### config.mk
export PLATFORM = sky130hd
export DESIGN_NAME = hyperbus_arbiter
export DESIGN_NICKNAME = d
export VERILOG_FILES = /design/src/rtl/hyperbus_arbiter.sv
export SDC_FILE = /design/constraint.sdc
export NUM_CORES = 1
export LEC_CHECK = 0
export CELL_PAD_IN_SITES_DETAIL_PLACEMENT = 1
export CELL_PAD_IN_SITES_GLOBAL_PLACEMENT = 1
export CORE_MARGIN = 8
export CORE_UTILIZATION = 21
export CTS_CLUSTER_SIZE = 14
export DETAILED_ROUTE_END_ITERATION = 6
export PLACE_DENSITY = 0.77
export SETUP_SLACK_MARGIN = 0.3
export SLEW_MARGIN = 15
export SYNTH_ARGS = -nofsm -noshare
export SYNTH_HDL_FRONTEND = slang
export SYNTH_SLANG_ARGS = --single-unit
### constraint.sdc
create_clock -name clk -period 1.58 [get_ports clk]
set_input_delay 0.316 -clock clk [delete_from_list [all_inputs] [get_ports clk]]
set_output_delay 0.316 -clock clk [all_outputs]
set_load 0.02 [all_outputs]
### src/rtl/hyperbus_arbiter.sv
// rtl/hyperbus_arbiter.sv - two-port round-robin burst arbiter for the hyperbus leader controller
//
// Purpose: accepts burst commands from requesters A and B, grants one at a
// time (round-robin on contention) and drives the controller's hold-until-done
// rrq/wrq interface. Words are counted per burst; the request drops after the
// last word, done pulses as it drops, and GAP_CYCLES idle cycles follow.
// Optional feature macro: HBUS_ARB_TIMEOUT_EN (read watchdog, drives <p>_err).
//
// Ports (<p> = a/b):
//   clk, rstn                    clock, asynchronous active-low reset
//   <p>_cmd_*                    command request (valid/ready/we/reg/adr/len)
//   <p>_wdat/<p>_wmask/<p>_wready write word stream, consumed without back-pressure
//   <p>_rdat/<p>_rvalid          read word stream
//   <p>_done/<p>_err             end-of-burst pulse, watchdog abort pulse
//   hb_*                         controller-side request, address and data
module hyperbus_arbiter #(
  parameter int AW         = 32,
  parameter int DW         = 16,
  parameter int MW         = 3,
  parameter int LEN_W      = 6,
  parameter int GAP_CYCLES = 2,
  parameter int TIMEOUT    = 64
) (
  input  logic             clk,
  input  logic             rstn,
  input  logic             a_cmd_valid,
  output logic             a_cmd_ready,
  input  logic             a_cmd_we,
  input  logic             a_cmd_reg,
  input  logic [AW-1:0]    a_cmd_adr,
  input  logic [LEN_W-1:0] a_cmd_len,
  input  logic [DW-1:0]    a_wdat,
  input  logic [MW-1:0]    a_wmask,
  output logic             a_wready,
  output logic [DW-1:0]    a_rdat,
  output logic             a_rvalid,
  output logic             a_done,
  output logic             a_err,
  input  logic             b_cmd_valid,
  output logic             b_cmd_ready,
  input  logic             b_cmd_we,
  input  logic             b_cmd_reg,
  input  logic [AW-1:0]    b_cmd_adr,
  input  logic [LEN_W-1:0] b_cmd_len,
  input  logic [DW-1:0]    b_wdat,
  input  logic [MW-1:0]    b_wmask,
  output logic             b_wready,
  output logic [DW-1:0]    b_rdat,
  output logic             b_rvalid,
  output logic             b_done,
  output logic             b_err,
  output logic [AW-1:0]    hb_adr_o,
  output logic             hb_reg_space_o,
  output logic [DW-1:0]    hb_dat_o,
  output logic [MW-1:0]    hb_mask_o,
  output logic             hb_wrq_o,
  output logic             hb_rrq_o,
  input  logic             hb_ready_i,
  input  logic             hb_valid_i,
  input  logic [DW-1:0]    hb_dat_i
);

  localparam int GW = $clog2(GAP_CYCLES + 2);
  localparam logic [1:0] ST_IDLE  = 2'd0;
  localparam logic [1:0] ST_WRITE = 2'd1;
  localparam logic [1:0] ST_READ  = 2'd2;
  // Mask used for surplus controller write slots; MSB of the mask is never set.
  localparam logic [MW-1:0] TAIL_MASK = {1'b0, {(MW-1){1'b1}}};

  logic [1:0]       state_q, state_d;
  logic             sel_q, sel_d;       // 0 = A owns the burst, 1 = B
  logic             rr_q, rr_d;         // 1 = B preferred on contention
  logic [GW-1:0]    gap_q, gap_d;
  logic [LEN_W-1:0] left_q, left_d;
  logic [AW-1:0]    adr_q, adr_d;
  logic             reg_q, reg_d;
  logic             wrq_q, wrq_d;
  logic             rrq_q, rrq_d;
  logic             tail_q, tail_d;     // write finished, controller may still take slots
  logic             a_done_q, a_done_d;
  logic             b_done_q, b_done_d;
  logic             grant_a, grant_b, wfire, rfire, finish;
`ifdef HBUS_ARB_TIMEOUT_EN
  localparam int TW = $clog2(TIMEOUT + 1);
  logic [TW-1:0]    wd_q, wd_d;
  logic             a_err_q, a_err_d;
  logic             b_err_q, b_err_d;
  logic             tmo;
`endif

  always_comb begin
    state_d  = state_q;
    sel_d    = sel_q;
    rr_d     = rr_q;
    gap_d    = gap_q;
    left_d   = left_q;
    adr_d    = adr_q;
    reg_d    = reg_q;
    wrq_d    = wrq_q;
    rrq_d    = rrq_q;
    tail_d   = tail_q;
    a_done_d = 1'b0;
    b_done_d = 1'b0;
    grant_a  = 1'b0;
    grant_b  = 1'b0;
    wfire    = 1'b0;
    rfire    = 1'b0;
    finish   = 1'b0;
`ifdef HBUS_ARB_TIMEOUT_EN
    wd_d     = wd_q;
    a_err_d  = 1'b0;
    b_err_d  = 1'b0;
    tmo      = 1'b0;
`endif
    case (state_q)
      ST_IDLE: begin
        if (gap_q != '0) begin
          gap_d = gap_q - 1'b1;
        end else if (a_cmd_valid || b_cmd_valid) begin
          grant_b = b_cmd_valid && (!a_cmd_valid || rr_q);
          grant_a = a_cmd_valid && !grant_b;
          sel_d   = grant_b;
          adr_d   = grant_b ? b_cmd_adr : a_cmd_adr;
          reg_d   = grant_b ? b_cmd_reg : a_cmd_reg;
          left_d  = grant_b ? b_cmd_len : a_cmd_len;
          if (left_d == '0) left_d = LEN_W'(1);
          tail_d  = 1'b0;
`ifdef HBUS_ARB_TIMEOUT_EN
          wd_d    = '0;
`endif
          if (grant_b ? b_cmd_we : a_cmd_we) begin
            wrq_d   = 1'b1;
            state_d = ST_WRITE;
          end else begin
            rrq_d   = 1'b1;
            state_d = ST_READ;
          end
        end
      end
      ST_WRITE: begin
        if (hb_ready_i && left_q != '0) begin
          wfire  = 1'b1;
          left_d = left_q - 1'b1;
          if (left_q == LEN_W'(1)) begin
            finish = 1'b1;
            tail_d = 1'b1;
          end
        end
      end
      ST_READ: begin
        if (hb_valid_i && left_q != '0) begin
          rfire  = 1'b1;
          left_d = left_q - 1'b1;
          if (left_q == LEN_W'(1)) finish = 1'b1;
        end
`ifdef HBUS_ARB_TIMEOUT_EN
        if (hb_valid_i) begin
          wd_d = '0;
        end else if (wd_q == TW'(TIMEOUT - 1)) begin
          finish = 1'b1;
          tmo    = 1'b1;
        end else begin
          wd_d = wd_q + 1'b1;
        end
`endif
      end
      default: state_d = ST_IDLE;
    endcase
    if (finish) begin
      state_d  = ST_IDLE;
      gap_d    = GW'(GAP_CYCLES);
      rr_d     = ~sel_q;
      wrq_d    = 1'b0;
      rrq_d    = 1'b0;
      a_done_d = ~sel_q;
      b_done_d = sel_q;
`ifdef HBUS_ARB_TIMEOUT_EN
      a_err_d  = tmo & ~sel_q;
      b_err_d  = tmo & sel_q;
`endif
    end
  end

  always_ff @(posedge clk or negedge rstn) begin
    if (!rstn) begin
      state_q  <= ST_IDLE;
      sel_q    <= 1'b0;
      rr_q     <= 1'b0;
      gap_q    <= '0;
      left_q   <= '0;
      adr_q    <= '0;
      reg_q    <= 1'b0;
      wrq_q    <= 1'b0;
      rrq_q    <= 1'b0;
      tail_q   <= 1'b0;
      a_done_q <= 1'b0;
      b_done_q <= 1'b0;
`ifdef HBUS_ARB_TIMEOUT_EN
      wd_q     <= '0;
      a_err_q  <= 1'b0;
      b_err_q  <= 1'b0;
`endif
    end else begin
      state_q  <= state_d;
      sel_q    <= sel_d;
      rr_q     <= rr_d;
      gap_q    <= gap_d;
      left_q   <= left_d;
      adr_q    <= adr_d;
      reg_q    <= reg_d;
      wrq_q    <= wrq_d;
      rrq_q    <= rrq_d;
      tail_q   <= tail_d;
      a_done_q <= a_done_d;
      b_done_q <= b_done_d;
`ifdef HBUS_ARB_TIMEOUT_EN
      wd_q     <= wd_d;
      a_err_q  <= a_err_d;
      b_err_q  <= b_err_d;
`endif
    end
  end

  // cmd_ready is combinational from cmd_valid, so hold it low while in reset.
  assign a_cmd_ready    = grant_a & rstn;
  assign b_cmd_ready    = grant_b & rstn;
  assign a_wready       = wfire & ~sel_q;
  assign b_wready       = wfire & sel_q;
  assign a_rvalid       = rfire & ~sel_q;
  assign b_rvalid       = rfire & sel_q;
  assign a_rdat         = a_rvalid ? hb_dat_i : '0;
  assign b_rdat         = b_rvalid ? hb_dat_i : '0;
  assign a_done         = a_done_q;
  assign b_done         = b_done_q;
  assign hb_adr_o       = adr_q;
  assign hb_reg_space_o = reg_q;
  assign hb_wrq_o       = wrq_q;
  assign hb_rrq_o       = rrq_q;
  assign hb_dat_o       = wfire ? (sel_q ? b_wdat : a_wdat) : '0;
  assign hb_mask_o      = wfire ? ((sel_q ? b_wmask : a_wmask) & TAIL_MASK)
                        : (tail_q && hb_ready_i) ? TAIL_MASK : '0;
`ifdef HBUS_ARB_TIMEOUT_EN
  assign a_err          = a_err_q;
  assign b_err          = b_err_q;
`else
  assign a_err          = 1'b0;
  assign b_err          = 1'b0;
`endif

endmodule

==> results.toml <==
[outcome]
status = "complete, but fails checks"
violations = "negative setup slack"

[floorplanning]
coreArea_sq_um = 15000
rows = 45
start_util_pct = 21.2
die-area_sq_um = 19400
fp.dieW_um = 139
io_pins = 236
dieHeight_um = 139

[clock_network]
cts.sinks = 50
cts_tree = "done"
cts_made_buffers = 5
h-tree-depth = 2
clkTransAtPathRegs_ps = 60
clock_latency_ps = 290
clock_tree.buffer_depth = 2
cts_root_buf = "clkbuf_16"

[placement]
place.gp.congestion = 0.865
dp.cells = 796
numPortBuffers = 230
dp_hpwl_um = 11800
place_ws_ps = -873

[yosys]
synth-edff-count = 0
ys_types = 43
ys.flop_type = "dfrtp_1"
ys_async_sr_fraction_pct = 100
ys_warn_count = 0
synth-seq-cells = 50
synthCells = 351
yosys.area.top_type_share_pct = 39.2
synth.most_common_cell = "mux2i_1"
synthTopCellsByCount = "mux2i_1, dfrtp_1, nand2_1, o21ai_0, nor2_1"
syn_area_sq_um = 3190
syn_area_per_cell_sq_um = 9.10
yosysTopAreaCell = "dfrtp_1"
synthTopCellsByArea = "dfrtp_1, mux2i_1, and2_1"
ys_seq_area_share_pct = 39.2

[power_and_ir_drop]
power_w = 0.0114
p_leak_nw = 3.46
switchingPower_w = 0.00483
combPwrFrac_pct = 69.1
vdd_drop_max_v = 0.000725
pwr-share-seq_pct = 21.3
power_density_nw_per_um2 = 1500
swShare_pct = 42.4
clockPowerShare_pct = 9.7
internal_power_w = 0.00656

[hold_path]
hold_path.class = "in -> async"

[grt]
grtUsageMet1_pct = 17.8
grt_pass1_wl_um = 26300
gr-max-usage-layer = "met2"
antenna_found_initial = 0
grt_max_degree = 51
grt_pass1_vias = 4570
grt_use_met2_pct = 30.9
grt_remaining_overflow = 0
grtUsageTotal_pct = 17.0
use_met3_pct = 6.40

[critical_path]
critPathLaunchType = "register"
crit_slowest_cell = "dfrtp_1"
path_buf_inv = 4
cp.required_ps = 1260
path_cells = "nor4_4 > buf_4 > a21boi_4 > nand2_4 > buf_16 > buf_12 > o21ai_4 > buf_6"
cp_slowest_stage_delay_ps = 420
end_kind = "primary output"
critPathKind = "reg -> out"
crit_arrival_ps = 1880
worstPathMaxFanout = 5
path_delay_family = "buffers and inverters"

[routing]
drtIter0Drc = 52
ant_nets = 0
finalWirelength_um = 16800
drt_pass1_iterations = 3
avgViaCountPerCell = 4.56
drc = 0
via_count = 3866
wl_per_cell_um = 19.8

[timing]
hold_viol = 0
worst_slew_pin_slew_ps = 689
rsz0062_at_grt = "true"
postLayoutSetupSlackWorst_ps = -615
post-route-min-period_ps = 2200
final_max_slew_viol_count = 0
max-slew-margin-rel_pct = 54.0
finalCritPeriodShare_pct = 139
setup_violations = 105
setup_tns_ps = -45800
finalClockSkew_ps = 8.43
fmax_mhz = 456

[finish]
antenna_cells = 0
drive_above_1_share_pct = 53.2
layout.nets = 806
area_growth_pct = 138
layout.cells.non_filler = 848

[flow_run]
max-cap-violations = 0
-- area by class of cell --
cell class,count,area [sq um]
multi-input combinational,269,2480
timing repair buffer,323,3440
clock buffer,7,143
clock inverter,1,5.00
inverter,10,37.5
sequential,50,1250
tap,188,235
fill,1607,7440
-- layout by cell type (no fill, tap or decap), types with 5 or more instances in the layout --
master           synthesis  routed
buf_6                    5      80
nand2_4                  0      16
buf_2                    9      33
o21ai_2                  0      22
nand2_1                 45       8
clkbuf_16                0       5
clkdlybuf4s50_1          0     136
dfrtp_1                 50      50
nor2_1                  34       6
buf_12                   0      13
inv_1                    9       6
nor2_4                   0      28
nand2_2                  1      22
buf_16                   0      12
clkdlybuf4s15_2          0       5
buf_4                    3      42
and2_4                   1      34
o21ai_1                  5      15
mux2i_1                 54      54
-- state kept, by name, indices dropped and copies added, names as in the netlist, 2 cells and up --
| register | cells |
|---|---|
| gap_q | 2 |
| hb_adr_o | 32 |
| left_q | 6 |
| state_q | 2 |
-- worst register-to-register path, stage by stage (launching register included) --
cell and delay, ps:
dfrtp_1 420, nor4_4 360, nand2_2 110, buf_6 130
buf_6 100, buf_6 100, buf_6 100, buf_6 100
buf_6 100, buf_6 100, nor3b_4 150, buf_6 150
nand2b_4 140
-- stage by stage --
stage	utilization [%]	hold WS, ps	cell area, sq um
2_1_floorplan	-	20.4	3600
3_3_place_gp	42.2	460	6340
3_5_place_dp	42.2	474	6340
4_1_cts	50.2	295	7550
5_1_grt	50.5	347	7590
6_report	50.5	287	7590
-- power groups by stage --
stage | clock (W) | sequential, W | combinational, W
after floorplan | 0 | 0.00282 | 0.00280
after global placement | 0 | 0.00226 | 0.00581
after detailed placement | 0 | 0.00231 | 0.00599
after CTS | 0.00114 | 0.00239 | 0.00768
after global routing | 0.00120 | 0.00250 | 0.00841
final | 0.00110 | 0.00242 | 0.00787
-- worst paths after layout --
kind,startpoint,to,slack [ps],cells past startpoint
setup / recovery,left_q[3],hb_mask_o[0],-620,8
hold / removal,rstn,hb_adr_o[19],290,2
setup reg to reg,left_q[3],gap_q[1],-610,12
hold reg to reg,hb_adr_o[18],hb_adr_o[18],490,2
max in group asynchronous,rstn,hb_adr_o[14],830,2
min in group clk,hb_adr_o[18],hb_adr_o[18],490,2
-- logic make-up after synthesis --
logic type      count (synthesis)  share of synthesized area [%]
fa+ha+maj                       7                           2.74
other cells                     1                          0.117
buf+inv                        34                           5.88
simple gates                  131                           20.3
mux                            60                           19.0
flops                          50                           39.2
xor+xnor                        1                          0.274
compound gates                 67                           12.4
-- what timing repair did --
action / in CTS / in global routing
gates resized for setup: 607 / 59
hold buffers: 0 / 0
buffers inserted: 27 / 4
cloned: 13 / 0
setup endpoints to repair: 143 / 128
pin swaps: 51 / 8
-- per-layer routing --
layer / wire, um / part of all wire (%)
met1: 6400 / 38
met2: 8690 / 52
met3: 1410 / 8.4
met4: 331 / 2.0
met5: 0 / 0
Power figures use the tool's default switching activity.
